[src/rtl/alu_pipe.sv]
// Two-stage pipelined ALU with valid/ready handshakes on both sides.
// Stage 1 registers the operation; stage 2 computes and registers the result and flags.
module alu_pipe #(
    parameter int WIDTH = 8,
    parameter int SHW   = $clog2(WIDTH)
) (
    input  logic             clk,
    input  logic             rst_n,
    input  logic             in_valid,
    output logic             in_ready,
    input  logic [3:0]       ctrl,
    input  logic [WIDTH-1:0] x,
    input  logic [WIDTH-1:0] y,
    output logic             out_valid,
    input  logic             out_ready,
    output logic [WIDTH-1:0] out,
    output logic             carry,
    output logic             zero,
    output logic             err
);

    localparam logic [3:0] OP_ADD = 4'd0;
    localparam logic [3:0] OP_SUB = 4'd1;
    localparam logic [3:0] OP_AND = 4'd2;
    localparam logic [3:0] OP_OR  = 4'd3;
    localparam logic [3:0] OP_NOT = 4'd4;
    localparam logic [3:0] OP_XOR = 4'd5;
    localparam logic [3:0] OP_NOR = 4'd6;
    localparam logic [3:0] OP_SLL = 4'd7;
    localparam logic [3:0] OP_SRL = 4'd8;
    localparam logic [3:0] OP_SRA = 4'd9;
    localparam logic [3:0] OP_RL  = 4'd10;
    localparam logic [3:0] OP_RR  = 4'd11;
    localparam logic [3:0] OP_EQ  = 4'd12;

    logic             s1_valid_reg;
    logic [3:0]       s1_ctrl_reg;
    logic [WIDTH-1:0] s1_x_reg;
    logic [WIDTH-1:0] s1_y_reg;

    logic             s2_valid_reg;
    logic [WIDTH-1:0] out_reg;
    logic             carry_reg;
    logic             zero_reg;
    logic             err_reg;

    logic s2_adv;
    logic s1_adv;
    logic in_fire;

    assign s2_adv   = !s2_valid_reg || out_ready;
    assign s1_adv   = s1_valid_reg && s2_adv;
    assign in_ready = !s1_valid_reg || s1_adv;
    assign in_fire  = in_valid && in_ready;

    // Left shifts and rotates reuse the right-direction barrel by bit-reversing
    // the operand on the way in and the result on the way out.
    logic             sh_left;
    logic             sh_rot;
    logic             sh_fill;
    logic [WIDTH-1:0] x_rev;
    logic [WIDTH-1:0] sh_src;
    logic [WIDTH-1:0] sh_out;
    logic [WIDTH-1:0] sh_rev;
    logic [WIDTH-1:0] sh_result;

    assign sh_left = (s1_ctrl_reg == OP_SLL) || (s1_ctrl_reg == OP_RL);
    assign sh_rot  = (s1_ctrl_reg == OP_RL)  || (s1_ctrl_reg == OP_RR);
    assign sh_fill = (s1_ctrl_reg == OP_SRA) && s1_x_reg[WIDTH-1];

    genvar gi;
    genvar bi;
    generate
        for (gi = 0; gi < WIDTH; gi++) begin : g_rev
            assign x_rev[gi]  = s1_x_reg[WIDTH-1-gi];
            assign sh_rev[gi] = sh_out[WIDTH-1-gi];
        end

        // Stage gi moves data right by 2**gi when amount bit gi is set; bits
        // falling off the bottom either wrap (rotate) or take the fill value.
        for (gi = 0; gi < SHW; gi++) begin : g_sh
            logic [WIDTH-1:0] d_in;
            logic [WIDTH-1:0] d_out;
            if (gi == 0) begin : g_first
                assign d_in = sh_src;
            end else begin : g_chain
                assign d_in = g_sh[gi-1].d_out;
            end
            for (bi = 0; bi < WIDTH; bi++) begin : g_bit
                if (bi + (1 << gi) < WIDTH) begin : g_inside
                    assign d_out[bi] = s1_y_reg[gi] ? d_in[bi + (1 << gi)] : d_in[bi];
                end else begin : g_edge
                    assign d_out[bi] = s1_y_reg[gi]
                                     ? (sh_rot ? d_in[bi + (1 << gi) - WIDTH] : sh_fill)
                                     : d_in[bi];
                end
            end
        end
    endgenerate

    assign sh_src    = sh_left ? x_rev : s1_x_reg;
    assign sh_out    = g_sh[SHW-1].d_out;
    assign sh_result = sh_left ? sh_rev : sh_out;

    logic [WIDTH:0]   sum_ext;
    logic [WIDTH:0]   diff_ext;
    logic [WIDTH-1:0] res_next;
    logic             carry_next;
    logic             zero_next;
    logic             err_next;

    assign sum_ext  = {1'b0, s1_x_reg} + {1'b0, s1_y_reg};
    assign diff_ext = {1'b0, s1_x_reg} - {1'b0, s1_y_reg};

    always_comb begin
        res_next   = '0;
        carry_next = 1'b0;
        err_next   = 1'b0;
        case (s1_ctrl_reg)
            OP_ADD: {carry_next, res_next} = sum_ext;
            OP_SUB: {carry_next, res_next} = diff_ext;
            OP_AND: res_next = s1_x_reg & s1_y_reg;
            OP_OR:  res_next = s1_x_reg | s1_y_reg;
            OP_NOT: res_next = ~s1_x_reg;
            OP_XOR: res_next = s1_x_reg ^ s1_y_reg;
            OP_NOR: res_next = ~(s1_x_reg | s1_y_reg);
            OP_SLL, OP_SRL, OP_SRA, OP_RL, OP_RR: res_next = sh_result;
            OP_EQ:  res_next = {{(WIDTH-1){1'b0}}, (s1_x_reg == s1_y_reg)};
            default: err_next = 1'b1;
        endcase
        zero_next = (res_next == '0);
    end

    always_ff @(posedge clk or negedge rst_n) begin
        if (!rst_n) begin
            s1_valid_reg <= 1'b0;
            s1_ctrl_reg  <= '0;
            s1_x_reg     <= '0;
            s1_y_reg     <= '0;
        end else if (in_fire) begin
            s1_valid_reg <= 1'b1;
            s1_ctrl_reg  <= ctrl;
            s1_x_reg     <= x;
            s1_y_reg     <= y;
        end else if (s1_adv) begin
            s1_valid_reg <= 1'b0;
        end
    end

    // Result and flags change only when a new operation lands in stage 2.
    always_ff @(posedge clk or negedge rst_n) begin
        if (!rst_n) begin
            s2_valid_reg <= 1'b0;
            out_reg      <= '0;
            carry_reg    <= 1'b0;
            zero_reg     <= 1'b0;
            err_reg      <= 1'b0;
        end else if (s2_adv) begin
            s2_valid_reg <= s1_valid_reg;
            if (s1_valid_reg) begin
                out_reg   <= res_next;
                carry_reg <= carry_next;
                zero_reg  <= zero_next;
                err_reg   <= err_next;
            end
        end
    end

    assign out_valid = s2_valid_reg;
    assign out       = out_reg;
    assign carry     = carry_reg;
    assign zero      = zero_reg;
    assign err       = err_reg;

endmodule

[config.mk]
export PLATFORM = sky130hd
export DESIGN_NAME = alu_pipe
export DESIGN_NICKNAME = d
export VERILOG_FILES = /design/src/rtl/alu_pipe.sv
export SDC_FILE = /design/constraint.sdc
export NUM_CORES = 1
export LEC_CHECK = 0
export BUFFER_PORTS_ARGS = -buffer_cell sky130_fd_sc_hd__buf_2
export CAP_MARGIN = 15
export CORE_UTILIZATION = 50
export CTS_CLUSTER_SIZE = 14
export DETAILED_ROUTE_END_ITERATION = 6
export PLACE_DENSITY = 0.7
export SLEW_MARGIN = 15
export SYNTH_ARGS = -nofsm -noshare
export SYNTH_HDL_FRONTEND = slang
export SYNTH_SLANG_ARGS = --single-unit
[constraint.sdc]
create_clock -name clk -period 4.8 [get_ports clk]
set_clock_uncertainty 0.05 [all_clocks]
set_input_delay 0.72 -clock clk [delete_from_list [all_inputs] [get_ports clk]]
set_output_delay 0.72 -clock clk [all_outputs]
set_load 0.005 [all_outputs]
# Word level (Yosys, flattened, before mapping)
# Index checks and enable logic that the tools add are counted.
[op_classes]
n_addsub = 2
n_eq_ne = 13
muxes = 38
n_bitwise = 5
reduce_logical = 15
[ops]
columns = ["cell", "n"]
rows = [
  ["one-hot mux 8 bit (9 select lines)", 1],
  ["2-to-1 mux 1 bit", 34],
  ["== test 4 bit (second input constant)", 5],
  ["== test 4 x 3 -> 1 bit (second input constant)", 4],
  ["2-to-1 mux 8 bit", 2],
  ["NOT 8 bit", 2],
  ["OR reduction 13 bit", 1],
  ["adder 8 x 8 -> 9 bit", 1],
  ["subtractor 8 x 8 -> 9 bit", 1],
  ["bitwise AND 8 bit", 1],
  ["== test 4 x 2 -> 1 bit (second input constant)", 2],
  ["== test 8 bit", 1],
  ["zero test 8 bit", 1],
  ["bitwise OR 8 bit", 1],
  ["bitwise XOR 8 bit", 1],
  ["OR reduction 5 bit", 1],
  ["== test 4 x 1 -> 1 bit (second input constant)", 1],
  ["zero test 4 bit", 1],
  ["logical OR 1 bit", 4],
  ["logical AND 1 bit", 3],
  ["zero test 1 bit", 2],
  ["one-hot mux 1 bit (2 select lines)", 1],
  ["AND reduction 2 bit", 1],
  ["nonzero test 2 bit", 1],
]
[totals]
ff_bits = 33
in_bits = 24
out_inout_bits = 13
wordCells = 82

# Longest topological paths before layout
# Gate-level depths: netlist (run 1).
[logic_depth]
word_depth = 10
depth_mapped = 11

# Worst setup path before layout (run 1)
# No wires, ideal clock.
[synth_timing]
path_type = "flip-flop to flip-flop"
start = "register s1_x_reg[1]"
end = "register zero_reg, in the netlist zero"
setup_time_ns = 0.092
t_arrival_ns = 2.569
slack_ns = 2.090
path_stages_with_launch = 12
path_buffers = 1
path_cell_list = "dfrtp_1 clkbuf_1 inv_1 fa_1 o21ba_2 o21ai_0 a21o_1 a2111o_1 o211ai_1 a211oi_1 nand4_1 o31ai_2"
[synth_via]
elab_chain_len = 8
[synth_rtl]
columns = ["element", "line", "rtl"]
rows = [
  ["from (decl)", "38", "logic [WIDTH-1:0] s1_x_reg;"],
  ["from (signal assigned)", "138", "s1_x_reg <= '0;"],
  ["from (signal assigned)", "143", "s1_x_reg <= x;"],
  ["2-to-1 mux 8 bit", "101", "assign sh_src = sh_left ? x_rev : s1_x_reg;"],
  ["2-to-1 mux 1 bit", "91", "assign d_out[bi] = s1_y_reg[gi] ? d_in[bi + (1 << gi)] : d_in[bi];"],
  ["2-to-1 mux 1 bit (on tied branches)", "94, 91", ""],
  ["2-to-1 mux 1 bit", "94", "? (sh_rot ? d_in[bi + (1 << gi) - WIDTH] : sh_fill)"],
  ["2-to-1 mux 1 bit (on tied branches)", "94, 91", ""],
  ["2-to-1 mux 8 bit", "103", "assign sh_result = sh_left ? sh_rev : sh_out;"],
  ["one-hot mux 8 bit (9 select lines) (*)", "119", "case (s1_ctrl_reg)"],
  ["zero test 8 bit (*)", "131", "zero_next = (res_next == '0);"],
  ["to (signal assigned)", "163", "zero_reg <= zero_next;"],
  ["to (decl)", "44", "logic zero_reg;"],
]
# Mark *: on every way between the ends. The rest lies on a longest branch, timed or not.
# A chain may end at the register's enable or synchronous reset.

# Worst setup path after layout (run 1)
[layout_timing]
start = "register s1_ctrl_reg[0]"
end = "register zero_reg, in the netlist zero"
[layout_via]
elab_chain_len = 10
[layout_rtl]
columns = ["element", "line", "rtl"]
rows = [
  ["from (decl)", "37", "logic [3:0] s1_ctrl_reg;"],
  ["from (signal assigned)", "142", "s1_ctrl_reg <= ctrl;"],
  ["== test 4 x 3 -> 1 bit / == test 4 bit (equally long branches)", "67, 119, 68", ""],
  ["logical OR 1 bit", "67", "assign sh_left = (s1_ctrl_reg == OP_SLL) || (s1_ctrl_reg == OP_RL);"],
  ["2-to-1 mux 8 bit", "101", ""],
  ["2-to-1 mux 1 bit (on tied branches) (4 in a row)", "94, 91", ""],
  ["2-to-1 mux 8 bit", "103", ""],
  ["one-hot mux 8 bit (9 select lines) (*)", "119", ""],
  ["zero test 8 bit (*)", "131", ""],
]
# Marks and branches as above.

==> results of run 1 <==
==> final timing paths <==
check,start,end,slack [ns],cells past startpoint
worst min register to register,out[1],out[1],0.43,2
worst max register to register,s1_ctrl_reg[0],zero,1.19,8
min in group asynchronous,rst_n,s1_x_reg[2],0.46,1
worst min-delay path,out[1],out[1],0.43,2
max in group asynchronous,rst_n,s1_x_reg[4],3.73,1
worst max-delay path,s1_ctrl_reg[0],zero,1.19,8
==> critical path: cells and delay by family, from the launching register on <==
kind | cells | cell delay (ns)
flops | 1 | 0.89
mux | 1 | 0.55
compound gates | 4 | 1.20
simple gates | 3 | 0.82
==> synth_stat cells (3+ instances only) <==
master,count
sky130_fd_sc_hd__o221ai_1,3
sky130_fd_sc_hd__o21ai_0,19
sky130_fd_sc_hd__inv_1,23
sky130_fd_sc_hd__dfrtp_1,33
sky130_fd_sc_hd__a211oi_1,11
sky130_fd_sc_hd__xnor2_1,5
sky130_fd_sc_hd__nand2_1,31
sky130_fd_sc_hd__o211ai_1,3
sky130_fd_sc_hd__o31ai_1,5
sky130_fd_sc_hd__ha_1,24
sky130_fd_sc_hd__a2bb2oi_1,6
sky130_fd_sc_hd__mux4_2,5
sky130_fd_sc_hd__nor2_1,31
sky130_fd_sc_hd__a31oi_1,3
sky130_fd_sc_hd__mux2_2,27
sky130_fd_sc_hd__a221oi_1,6
sky130_fd_sc_hd__clkbuf_1,11
sky130_fd_sc_hd__o21bai_1,3
sky130_fd_sc_hd__o22ai_1,12
sky130_fd_sc_hd__mux2i_1,3
sky130_fd_sc_hd__nand3_1,6
sky130_fd_sc_hd__nand4_1,3
sky130_fd_sc_hd__nor3_1,6
sky130_fd_sc_hd__a21o_1,8
sky130_fd_sc_hd__buf_2,6
sky130_fd_sc_hd__nand2b_1,10
sky130_fd_sc_hd__a21oi_1,21
sky130_fd_sc_hd__buf_1,4
==> where the power goes <==
group	internal [W]	leakage (nW)	switching, W
logic	0.000301	1.15	0.000386
clock network	0.000169	0.0585	0.000105
registers	0.000335	0.396	0.0000938
total	0.000805	1.60	0.000584
==> cell type report <==
class	count	area [µm²]
Fill cell	589	2760
Clock inverter	1	30.0
Multi-Input combinational cell	301	2290
Timing Repair Buffer	39	203
Sequential cell	33	826
Inverter	24	90.1
Clock buffer	7	86.3
Tap cell	77	96.3
==> layout by cell type (no fill, tap or decap), types with 8 or more instances in the layout <==
cell	instances
sky130_fd_sc_hd__buf_2	36
sky130_fd_sc_hd__dfrtp_1	33
sky130_fd_sc_hd__nand2_1	31
sky130_fd_sc_hd__nor2_1	31
sky130_fd_sc_hd__mux2_2	27
sky130_fd_sc_hd__ha_1	24
sky130_fd_sc_hd__inv_1	23
sky130_fd_sc_hd__a21oi_1	21
sky130_fd_sc_hd__o21ai_0	19
sky130_fd_sc_hd__o22ai_1	12
sky130_fd_sc_hd__a211oi_1	11
sky130_fd_sc_hd__nand2b_1	10
sky130_fd_sc_hd__a21o_1	8
==> layer usage <==
metal  vias to the layer above  wire [µm]  GRT usage
met2                       193       4190      0.428
li1                       1465          -          -
met5                         -          0          0
met3                        33        718     0.0348
met1                      1530       4110      0.388
met4                         0        357      0.108
==> cell families (layout without fill, tap and decap cells) <==
group | after synthesis | after routing | share of synthesized area
mux | 36 | 36 | 0.142
compound gates | 124 | 124 | 0.262
simple gates | 108 | 108 | 0.168
flops | 33 | 33 | 0.250
xor+xnor | 7 | 7 | 0.0185
buf+inv | 46 | 71 | 0.0567
fa+ha+maj | 26 | 26 | 0.103
==> through the flow <==
step                      cell area, µm²  utilization
after floorplan                     3310            -
after global placement              3510        0.550
after detailed placement            3510        0.550
after CTS                           3630        0.568
after global routing                3630        0.568
final                               3630        0.568
==> impl_metrics.yaml, run 1 <==
critical_path:
  critical-path-slowest-cell: "sky130_fd_sc_hd__dfrtp_1"
  worst_path_required_ns: 4.94
  startpoint_type: "flip-flop"
  sequence_of_cells_on_the_critical_path: "nand4b_2 -> nand2_2 -> mux4_2 -> a2bb2oi_1 -> o22ai_1 -> a221oi_1 -> nand4_1 -> o31ai_2"
  crit_path_end_kind: "flip-flop"
  crit_arrival_ns: 3.76
  crit_path_max_fanout: 26
  critical_path.max_stage_delay_ns: 0.89
  setup.worst_path.class: "reg2reg"
logic_synthesis:
  netlist_area_mm2: 0.00331
  synthesis.instances: 380
  synth.top_cells.by_area: "sky130_fd_sc_hd__dfrtp_1, sky130_fd_sc_hd__mux2_2, sky130_fd_sc_hd__ha_1"
  net_count_after_synthesis: 430
  post_synth.cell_area_avg_um2: 8.71
  synth_sequential_area_ratio: 0.250
  yosys_register_bits: 33
  post-synth-top-area-cell: "sky130_fd_sc_hd__dfrtp_1"
  synth_edf_count: 0
  synthFlopType: "sky130_fd_sc_hd__dfrtp_1"
  synth.lib_cells_used.distinct: 72
  yosys_warnings: 0
  yosysTopAreaCellShare: 0.250
  synth_async_sr_flop_share: 1.00
timing:
  final_hold_viol_count: 0
  finalSetupViolCount: 0
  layout_setup_ws_ns: 1.19
  maxClockFrequency_mhz: 277
  final.hold.worst_slack_ns: 0.428
  grt_setup_unrepaired: "no"
  timing.max_slew.rel_slack: 0.407
  worstMarginPinSlew_ns: 0.887
  slew_violations: 0
  timing.setup.tns_ns: 0
  post-route-period-util: 0.753
  post_layout_min_period_ns: 3.61
routing:
  vias: 3221
  drc: 0
  wl_per_cell_um: 19.5
  final_antenna_net_count: 0
  post_drt_via_cell_ratio: 6.68
  initialDrtViolationCount: 355
  wirelength_mm: 9.38
  dr.pass1.iters: 6
die:
  dieArea_mm2: 0.00695
  die_width_um: 83.3
  placement_rows: 29
  initial_core_utilization: 0.518
  design.core.area_mm2: 0.00639
  floorplan.io_pins: 37
  dieHeight_um: 83.3
global_route:
  grt_max_degree: 34
  number_of_antenna_violations_at_the_first_check_in_global_routing: 0
  grt_pass1_wl_mm: 15.2
  grt_pass1_vias: 3015
  gr-usage-all-layers: 0.275
  grt_remaining_overflow: 0
place:
  detailed_place_hpwl_mm: 6.83
  dpl_worst_slack_ns: 1.29
  io_buffers: 36
  placed_cells: 474
  gpl_congestion: 0.973
cts:
  clk_latency_ns: 0.29
  clk_pin_slew_worst_paths_ns: 0.07
  clock_tree.root_cell: "sky130_fd_sc_hd__clkbuf_8"
  clock_h_tree_levels: 2
  holdBufCountCts: 0
  tritoncts.num_buffers: 5
  clock_path_buffers: 2
  clock_sinks: 33
  tritoncts: "built"
  postCtsResizedCells: 0
  postCtsSetupRepairBufs: 0
min_path:
  timing.hold.worst.class: "reg2reg"
run:
  max_cap_violations: 0
power_and_ir_drop:
  ir_drop_uv: 271
  power_leakage_nw: 1.60
  pwr_density_cell_mw_per_mm2: 383
  power.total_w: 0.00139
cells_and_area:
  final_nets: 454
  area_growth_pct: 9.61
  n_antenna_cell: 0
  ratio_of_cells_with_drive_above_1_in_the_final_layout: 0.227
  layout.cells.non_filler: 482
outcome:
  status: "completed"
No activity file was read; power rests on OpenSTA's default activity.
==> run 2: changes to the inputs <==
--- a/config.mk
+++ b/config.mk
@@ -5,6 +5,7 @@
 export SDC_FILE = /design/constraint.sdc
 export NUM_CORES = 1
 export LEC_CHECK = 0
+export ABC_AREA = 1
 export BUFFER_PORTS_ARGS = -buffer_cell sky130_fd_sc_hd__buf_2
 export CAP_MARGIN = 15
 export CORE_UTILIZATION = 50
==> constraint.sdc (replaced) <==
create_clock -name clk -period 3.5 [get_ports clk]
set_clock_uncertainty 0.05 [all_clocks]
set_input_delay 0.525 -clock clk [delete_from_list [all_inputs] [get_ports clk]]
set_output_delay 0.525 -clock clk [all_outputs]
set_load 0.005 [all_outputs]
==> run 2 against run 1 <==
Net effect: synthesized area fell by 9.2%; non-clock buffer count fell by 2; critical path depth rose by 5; sequential power rose by 30%; cell count rose by 15%; combinational power rose by 31%; total power rose by 36%; maximum frequency rose by 28%; worst hold slack got worse by 0.17 ns; worst setup slack got worse by 0.52 ns; sequential cell count did not move.
==> impl_metrics.yaml, run 2 <==
outcome:
  status: "completed"
timing:
  post-route-period-util: 0.808
  post_layout_min_period_ns: 2.83
  slew_violations: 0
  final_hold_viol_count: 0
  timing.max_slew.rel_slack: 0.477
  timing.setup.tns_ns: 0
  maxClockFrequency_mhz: 353
  worstMarginPinSlew_ns: 0.784
  grt_setup_unrepaired: "no"
  finalSetupViolCount: 0
critical_path:
  worst_path_required_ns: 3.68
  setup.reg_to_reg.worst_slack_ns: 0.67
  r2r.worst_path.cells: 13
  startpoint_type: "flip-flop"
  startpoint: "s1_y_reg[1]"
  crit-reg2reg-launch: "s1_y_reg[1]"
  setup.worst_path.class: "reg2reg"
  worst_setup_path_endpoint: "zero"
  crit_path_end_kind: "flip-flop"
  crit_arrival_ns: 3.01
  crit_path_max_fanout: 12
  regToRegEndpoint: "zero"
die:
  floorplan.io_pins: 37
  design.core.area_mm2: 0.00564
  initial_core_utilization: 0.532
  dieHeight_um: 79.5
  dieArea_mm2: 0.00632
  placement_rows: 27
  die_width_um: 79.5
logic_synthesis:
  synthFlopType: "sky130_fd_sc_hd__dfrtp_1"
  synth_top_family_by_area: "simple AND/OR/NAND/NOR gates"
  post_synth.cell_area_avg_um2: 6.65
  muxShareOfSynthArea: 0
  synth_edf_count: 0
  synthesis.instances: 452
  synth_simple_gate_area_frac: 0.367
  synth.top_cells.by_area: "sky130_fd_sc_hd__dfrtp_1, sky130_fd_sc_hd__nand2_1, sky130_fd_sc_hd__nand3_1"
  synth_async_sr_flop_share: 1.00
  yosys_register_bits: 33
  synth_sequential_area_ratio: 0.275
  yosys_warnings: 0
  post-synth-top-area-cell: "sky130_fd_sc_hd__dfrtp_1"
  net_count_after_synthesis: 502
  synth.lib_cells_used.distinct: 37
  yosys.area_share.xor_xnor: 0.00292
  synth_compound_area_frac: 0.160
  yosysMostFrequentCell: "sky130_fd_sc_hd__nand2_1"
  synth_common_cells: "sky130_fd_sc_hd__nand2_1, sky130_fd_sc_hd__nand3_1, sky130_fd_sc_hd__nor2_1, sky130_fd_sc_hd__inv_1, sky130_fd_sc_hd__a21oi_1"
  synth-adder-area-share: 0.113
  netlist_area_mm2: 0.00300
  yosysTopAreaCellShare: 0.275
cts:
  postCtsResizedCells: 0
  holdBufCountCts: 0
  postCtsSetupRepairBufs: 0
  tritoncts.num_buffers: 5
  clk_latency_ns: 0.30
  clk_pin_slew_worst_paths_ns: 0.08
  clock_sinks: 33
  clock_h_tree_levels: 2
  clock_tree.root_cell: "sky130_fd_sc_hd__clkbuf_8"
  tritoncts: "built"
  clock_path_buffers: 2
global_route:
  grt-busiest-layer: "met2"
  grt_max_degree: 42
  grt_pass1_wl_mm: 15.0
  grt_remaining_overflow: 0
  met2_usage: 0.541
  gr-usage-all-layers: 0.317
  grt_pass1_vias: 3091
  groute.layer.met1.usage: 0.398
  global_route.usage.met3: 0.0446
  number_of_antenna_violations_at_the_first_check_in_global_routing: 0
routing:
  final_antenna_net_count: 0
  wirelength_mm: 9.14
  wl_per_cell_um: 16.4
  vias: 3246
  post_drt_via_cell_ratio: 5.84
  dr.pass1.iters: 5
  initialDrtViolationCount: 263
  drc: 0
power_and_ir_drop:
  p_int_w: 0.00107
  ir_drop_uv: 323
  comb_power_share: 0.473
  p_sw_frac: 0.437
  power.net_switching_w: 0.000828
  power_leakage_nw: 1.72
  clock_power_share: 0.233
  sequentialPowerShare: 0.293
  power.total_w: 0.00190
  pwr_density_cell_mw_per_mm2: 565
cells_and_area:
  ratio_of_cells_with_drive_above_1_in_the_final_layout: 0.122
  final_nets: 533
  n_antenna_cell: 0
  area_growth_pct: 11.7
  layout_common_cells: "sky130_fd_sc_hd__nand2_1, sky130_fd_sc_hd__nand3_1, sky130_fd_sc_hd__nor2_1"
  leading_cell_type_in_the_layout_fill_and_taps_excluded: "sky130_fd_sc_hd__nand2_1"
place:
  gpl_congestion: 0.950
  detailed_place_hpwl_mm: 7.03
  io_buffers: 36
run:
  max_cap_violations: 0
min_path:
  timing.hold.worst.class: "in2async"
[run 2: cell count changes in the layout (fill, tap and decap cells not counted), sizes merged, moves of 13 or more]
cell,delta
nand2,+78
nand3,+73
mux2,-27
inv,+24
nor2,+20
a21oi,+13
[run 2: worst max-delay path, stage by stage (launching register included)]
cell and delay (ns):
sky130_fd_sc_hd__dfrtp_1 0.57, sky130_fd_sc_hd__inv_1 0.28, sky130_fd_sc_hd__ha_1 0.41, sky130_fd_sc_hd__o31ai_1 0.39, sky130_fd_sc_hd__nand2_1 0.13, sky130_fd_sc_hd__nand2_1 0.09
sky130_fd_sc_hd__nand2_1 0.08, sky130_fd_sc_hd__nand2_1 0.07, sky130_fd_sc_hd__nand2_1 0.05, sky130_fd_sc_hd__a21oi_1 0.23, sky130_fd_sc_hd__nand3_1 0.14, sky130_fd_sc_hd__nor2_1 0.11
sky130_fd_sc_hd__nand2_1 0.06, sky130_fd_sc_hd__o21bai_1 0.11
[run 2: area by class of cell]
cell class,instances,area (µm²)
Multi-Input combinational cell,357,1930
Timing Repair Buffer,37,188
Tap cell,72,90.1
Inverter,49,184
Clock inverter,3,65.1
Sequential cell,33,826
Fill cell,556,2290
Clock buffer,5,68.8
[run 2: worst min-delay path by stage]
stage / depth (start not counted) / slack [ns] / endpoint / start
3_5_place_dp: 1 / 0.43 / out[5] / out[5]
2_1_floorplan: 0 / 0.18 / carry / rst_n
4_1_cts: 1 / 0.28 / s1_y_reg[2] / rst_n
3_3_place_gp: 2 / 0.42 / err / err
6_report: 1 / 0.26 / s1_y_reg[2] / rst_n
5_1_grt: 1 / 0.33 / out[2] / rst_n
[run 2: cell families (layout without fill, tap and decap cells)]
| kind of cell | after synthesis | count (layout) |
|---|---|---|
| adder cells (fa/ha/maj) | 26 | 26 |
| buffers and inverters | 62 | 94 |
| AO/OA/AOI/OAI | 80 | 80 |
| flip-flops | 33 | 33 |
| XOR/XNOR | 1 | 1 |
| AND/OR/NAND/NOR | 250 | 250 |
[run 2: power groups by stage]
stage	clock network, W	registers (W)	logic [W]
finish	0.000442	0.000556	0.000897
global route	0.000463	0.000569	0.00101
CTS	0.000446	0.000555	0.000884
detailed placement	0	0.000563	0.000878
global placement	0	0.000556	0.000881
floorplan	0	0.000546	0.000631
[run 2: through the flow]
stage	setup WS, ns	hold WS [ns]	util	area (µm²)	cells
2_1_floorplan	1.02	0.179	-	3000	452
3_3_place_gp	0.771	0.418	0.571	3220	548
3_5_place_dp	0.769	0.425	0.571	3220	548
4_1_cts	0.732	0.281	0.595	3350	556
5_1_grt	0.357	0.327	0.595	3350	556
6_report	0.671	0.255	0.595	3350	556
[run 2: layer usage]
| layer | up-vias | wire [µm] |
|---|---|---|
| met1 | 1486 | 3980 |
| li1 | 1592 | - |
| met4 | 0 | 253 |
| met5 | - | 0 |
| met2 | 146 | 4390 |
| met3 | 22 | 513 |
